$ cat config.mk
export PLATFORM = sky130hd
export DESIGN_NAME = vga_timing_monitor
export DESIGN_NICKNAME = d
export VERILOG_FILES = /design/src/rtl/vga_timing_monitor.sv
export SDC_FILE = /design/constraint.sdc
export NUM_CORES = 1
export LEC_CHECK = 0
export BUFFER_PORTS_ARGS = -buffer_cell sky130_fd_sc_hd__buf_2
export CAP_MARGIN = 20
export CORE_AREA = 2 2 129 182
export DETAILED_ROUTE_END_ITERATION = 8
export DIE_AREA = 0 0 131 184
export GPL_TIMING_DRIVEN = 0
export PLACE_DENSITY_LB_ADDON = 0.3
export SYNTH_ARGS = -nofsm -noshare
export SYNTH_HDL_FRONTEND = slang
export SYNTH_SLANG_ARGS = --single-unit
$ cat constraint.sdc
create_clock -name CLK -period 4.4 [get_ports CLK]
set_input_delay 0.22 -clock CLK [delete_from_list [all_inputs] [get_ports CLK]]
set_output_delay 0.22 -clock CLK [all_outputs]
set_load 0.01 [all_outputs]
$ cat src/rtl/vga_timing_monitor.sv
// Receive-side checker for the VGA sync generator: measures line/frame timing,
// locks after two matching frames, recovers x/y and samples one probe pixel.
module vga_timing_monitor #(
  parameter int H_ACTIVE = 640,
  parameter int V_ACTIVE = 480,
  parameter int H_OFFSET = 144,
  parameter int V_OFFSET = 35,
  parameter int PIX_LAT  = 1
) (
  input  logic        CLK,
  input  logic        RST,
  input  logic        HS,
  input  logic        VS,
  input  logic [2:0]  Red,
  input  logic [2:0]  Green,
  input  logic [1:0]  Blue,
  input  logic [9:0]  probe_x,
  input  logic [9:0]  probe_y,
  output logic [10:0] h_total,
  output logic [10:0] h_sync_w,
  output logic [10:0] v_total,
  output logic [10:0] v_sync_w,
  output logic        locked,
  output logic [9:0]  x,
  output logic [9:0]  y,
  output logic        active,
  output logic [7:0]  probe_rgb,
  output logic        probe_valid,
  output logic [7:0]  frame_count,
  output logic [7:0]  err_count
);
  typedef enum logic [1:0] {SEARCH, MEASURE, CONFIRM, LOCKED} state_t;

  state_t      state_q;
  logic        hs_q, vs_q;
  logic [10:0] hc_q, lc_q, len_q, hsw_q, vsw_q;
  logic [10:0] ht_q, hw_q, vt_q, vw_q;
  logic [9:0]  x_q, y_q;
  logic        active_q, pv_q;
  logic [7:0]  prgb_q, fc_q, ec_q;

  logic        hs_fall, hs_rise, vs_fall, vs_rise;
  logic        hc_sat, is_locked, line_bad, frame_bad, probe_hit, h_vis, v_vis;
  logic [10:0] hc_plus, frame_lines, line_len;
  logic [11:0] hc_x, lc_x, px_tgt, py_tgt;

  assign hs_fall = hs_q & ~HS;
  assign hs_rise = ~hs_q & HS;
  assign vs_fall = vs_q & ~VS;
  assign vs_rise = ~vs_q & VS;

  assign hc_sat = (hc_q == 11'h7FF);
  // Cycles since HS fell, including the fall cycle itself: the line length at
  // the next fall and the true low width at the rise.
  assign hc_plus     = hc_sat ? hc_q : hc_q + 11'd1;
  assign frame_lines = lc_q + {10'd0, hs_fall};
  assign line_len    = hs_fall ? hc_plus : len_q;
  assign line_bad    = (hs_fall && hc_plus != ht_q) || (hs_rise && hc_plus != hw_q);
  assign frame_bad   = (frame_lines != vt_q) || (vsw_q != vw_q);
  assign is_locked   = (state_q == LOCKED);

  assign hc_x   = {1'b0, hc_q};
  assign lc_x   = {1'b0, lc_q};
  assign px_tgt = 12'(H_OFFSET) + {2'b00, probe_x} + 12'(PIX_LAT);
  assign py_tgt = 12'(V_OFFSET) + {2'b00, probe_y};
  assign h_vis  = (hc_x >= 12'(H_OFFSET)) && (hc_x < 12'(H_OFFSET + H_ACTIVE));
  assign v_vis  = (lc_x >= 12'(V_OFFSET)) && (lc_x < 12'(V_OFFSET + V_ACTIVE));
  assign probe_hit = is_locked && (hc_x == px_tgt) && (lc_x == py_tgt);

  always_ff @(posedge CLK) begin
    if (RST) begin
      state_q  <= SEARCH;
      hs_q     <= 1'b1;
      vs_q     <= 1'b1;
      hc_q     <= '0;
      lc_q     <= '0;
      len_q    <= '0;
      hsw_q    <= '0;
      vsw_q    <= '0;
      ht_q     <= '0;
      hw_q     <= '0;
      vt_q     <= '0;
      vw_q     <= '0;
      x_q      <= '0;
      y_q      <= '0;
      active_q <= 1'b0;
      pv_q     <= 1'b0;
      prgb_q   <= '0;
      fc_q     <= '0;
      ec_q     <= '0;
    end else begin
      hs_q <= HS;
      vs_q <= VS;
      hc_q <= hs_fall ? 11'd0 : hc_plus;
      lc_q <= vs_fall ? 11'd0 : frame_lines;
      if (hs_fall) len_q <= hc_plus;
      if (hs_rise) hsw_q <= hc_plus;
      if (vs_rise) vsw_q <= frame_lines;

      x_q      <= 10'(hc_q - 11'(H_OFFSET));
      y_q      <= 10'(lc_q - 11'(V_OFFSET));
      active_q <= is_locked && h_vis && v_vis;
      pv_q     <= probe_hit;
      if (probe_hit) prgb_q <= {Red, Green, Blue};
      if (is_locked && vs_fall) fc_q <= fc_q + 8'd1;

      case (state_q)
        SEARCH:  if (vs_fall) state_q <= MEASURE;
        MEASURE: if (vs_fall) begin
          if (frame_lines < 11'd2) begin
            state_q <= SEARCH;
          end else begin
            ht_q    <= line_len;
            hw_q    <= hsw_q;
            vt_q    <= frame_lines;
            vw_q    <= vsw_q;
            state_q <= CONFIRM;
          end
        end
        CONFIRM: begin
          if (line_bad)     state_q <= SEARCH;
          else if (vs_fall) state_q <= frame_bad ? SEARCH : LOCKED;
        end
        default: if (line_bad || hc_sat || (vs_fall && frame_bad)) begin
          state_q <= SEARCH;
          if (ec_q != 8'hFF) ec_q <= ec_q + 8'd1;
        end
      endcase
    end
  end

  assign h_total     = ht_q;
  assign h_sync_w    = hw_q;
  assign v_total     = vt_q;
  assign v_sync_w    = vw_q;
  assign locked      = is_locked;
  assign x           = x_q;
  assign y           = y_q;
  assign active      = active_q;
  assign probe_rgb   = prgb_q;
  assign probe_valid = pv_q;
  assign frame_count = fc_q;
  assign err_count   = ec_q;
endmodule

==> results.md <==
* Synthesized area at 7320 sq um
* Top cell type's share of synthesized area at 40.8%
* Via density at 4.85
* IO Pins at 123
* Clock sink count at 149
* Final setup viols at 0
* Buffers from clock root to sink, at most at 2
* Diodes inserted at 0
* Synth Area per Inst at 8.62 sq um
* Iteration-0 DRC count of the detailed router at 398
* GP Congestion at 0.899
* Worst r2r dst: err_count[7]
* Hpwl dp at 16700 um
* Wire per inst at 16.7 um
* Tcrit/Tclk final at 90.0%
* P&R area growth vs syn at 21.9%
* H-tree depth at 4
* RSZ-0062 raised after global routing: no
* Post-synth ARST share at 0%
* Worst Tran Pin Value at 774 ps
* DR vias at 6328
* Rows at 65
* Die Area at 24100 sq um
* Filler cells at 2289
* Gr ovfl total at 0
* Synth Register Bits at 149
* Largest net degree at the start of global routing at 18
* Post-route DRC violation count at 0
* Worst reg2reg path depth at 13
* Final WL at 21800 um
* First-pass GRT wire length at 33800 um
* Startpoint types: primary input
* Mapped Cells at 849
* CTS tree: done
* Most frequent cells after synthesis: 149 x dfxtp_1, 132 x nor2_1, 92 x nand2_1
* Main synth FF type: dfxtp_1
* Sequential fraction of the synthesis area at 40.8%
* Crit Path Category: in2reg
* Setup ws final at 440 ps
* Die Ht at 184 um
* Status: finished clean
* Area contributors post-synth: dfxtp_1 41%, xnor2_1 8.4%, nor2_1 6.8%
* Post-route minimum period at 3960 ps
* Die Width at 131 um
* CP max FO at 8
* Pre-CTS setup slack at 570 ps
* Final-report hold violation count at 0
* Vias in the first global route at 6190
* Root Driver: clkbuf_16
* NumNets Final at 1035
* Final core occ at 39.9%
* Leakage at 3.55 nW
* Max_cap viols at 0
* Worst min path class: in2reg
* Post-CTS Setup Bufs at 0
* Syn_nets at 893
* R2R setup slack at 570 ps
* PwrDens at 347 nW/um^2
* PostCTS Resize Cnt at 0
* Fmax at 252 MHz
* Total GRT Usage at 18.5%
* CTS clock-pin slew for the worst setup and hold paths at 60 ps
* Slew headroom at 48.4%
* Clock Skews at 17.3 ps
* Ys Warns at 0
* WP data required at 4720 ps
* Fin Setup TNS at 0 ps
* Clock Latency Late Sink at 450 ps
* Post-DRT Antenna Nets at 0
* Crit path capture type: flop
* Yosys top cell by area: dfxtp_1
* Reg-to-Reg Start: hs_q
* TritonCTS Buffers at 17
* Final Max Tran Viols at 0
* Cell with the most instances after synthesis: dfxtp_1
* Initial antenna violation count at 0
* Critical Path Sink: err_count[7]
* Worst path arrival time at 4280 ps
* Critical Path Start: HS
* Yosys cell types at 75
* Drt first pass iters at 4
* PortBufs at 122
* Fraction of layout cells with a size suffix above 1 at 18.9%
* Core Area at 22400 sq um
* Maximum vdd drop at 290 uV
* EDFF count, synth at 0
* Starting density of the core at 32.7%
==> flip-flops by register name, summed over array words and instances (netlist names) <==
name and count:
v_sync_w 11, hsw_q 11, h_sync_w 11, lc_q 11, state_q 2, hc_q 11, active 1, probe_rgb 8
vsw_q 11, probe_valid 1, len_q 11, frame_count 8, err_count 8, vs_q 1, y 10, hs_q 1
v_total 11, h_total 11, x 10
==> worst min path at each step <==
| stage | start | endpoint | slack (ps) | depth (start not counted) |
|---|---|---|---|---|
| after floorplan | HS | hs_q | 330 | 1 |
| after global placement | hsw_q[6] | h_sync_w[6] | 440 | 2 |
| after detailed placement | hsw_q[1] | h_sync_w[1] | 450 | 2 |
| after CTS | VS | vs_q | 6 | 2 |
| after global routing | VS | vs_q | 10 | 2 |
| final | Green[0] | probe_rgb[2] | 20 | 3 |
==> timing repair <==
action                                  in CTS  in global routing
endpoints found under the hold margin        1                  0
hold buffers                                 1                  0
endpoints found under the setup margin       0                  0
==> cell usage in the layout, fill, tap and decap left out, types with 19 or more instances in the layout <==
cell type / Yosys / final
xnor2_1: 70 / 70
o21ai_0: 21 / 21
buf_2: 10 / 132
clkbuf_1: 34 / 34
a211oi_1: 31 / 31
dfxtp_1: 149 / 149
nor2_1: 132 / 132
xor2_1: 38 / 38
nand3_1: 19 / 19
a21oi_1: 52 / 52
nand2_1: 92 / 92
==> cell families (layout without fill, tap and decap cells) <==
group	Yosys count	after routing	share of synthesized area, %
AND/OR/NAND/NOR	335	335	21.6
AO/OA/AOI/OAI	151	151	14.2
flip-flops	149	149	40.8
XOR/XNOR	113	113	14.4
buffers and inverters	71	226	4.28
multiplexers	18	18	2.69
adder cells (fa/ha/maj)	12	12	2.05
==> where the power goes <==
part	internal (mW)	switching [mW]	total, mW
clock	0.814	0.682	1.50
sequential	1.37	0.0142	1.39
combinational	0.0816	0.133	0.214
==> cell type report <==
cell class	instances	area [sq um]	area share, %
inverters	17	63.8	0.716
well taps	301	377	4.22
flip-flops and latches	149	2980	33.5
plain buffers	54	249	2.79
repair buffers	123	621	6.96
multi-input cells	629	4020	45.1
clock buffers	17	425	4.77
clock inverters	15	179	2.01
==> stage by stage <==
step / std cells / power, mW / instance area, sq um / hold WS (ps)
floorplan: 849 / 1.55 / 7320 / 327
global placement: 1272 / 1.63 / 8300 / 442
detailed placement: 1272 / 1.63 / 8300 / 445
CTS: 1305 / 3.12 / 8920 / 5.79
global route: 1305 / 3.20 / 8920 / 14.9
finish: 1305 / 3.10 / 8920 / 23.0
==> per-layer routing <==
layer / track usage [%] / part of all wire, % / wire length (um)
met1: 20.6 / 40 / 8780
met2: 33.2 / 52 / 11300
met3: 3.46 / 3.8 / 830
met4: 9.23 / 3.9 / 860
met5: 0 / 0 / 0
==> worst max-delay path, stage by stage <==
cell           delay (ps)
dlygate4sd3_1         510
buf_2                 130
nand2b_1              240
inv_1                 150
ha_1                  280
ha_1                  280
xnor2_1               480
xor2_1                190
o2111a_1              220
nand4_1               140
o41ai_1               520
and2_1                290
a31oi_4               170
nand4_1               150
mux2_1                320
Note: power is estimated with default switching activity, not from simulation.
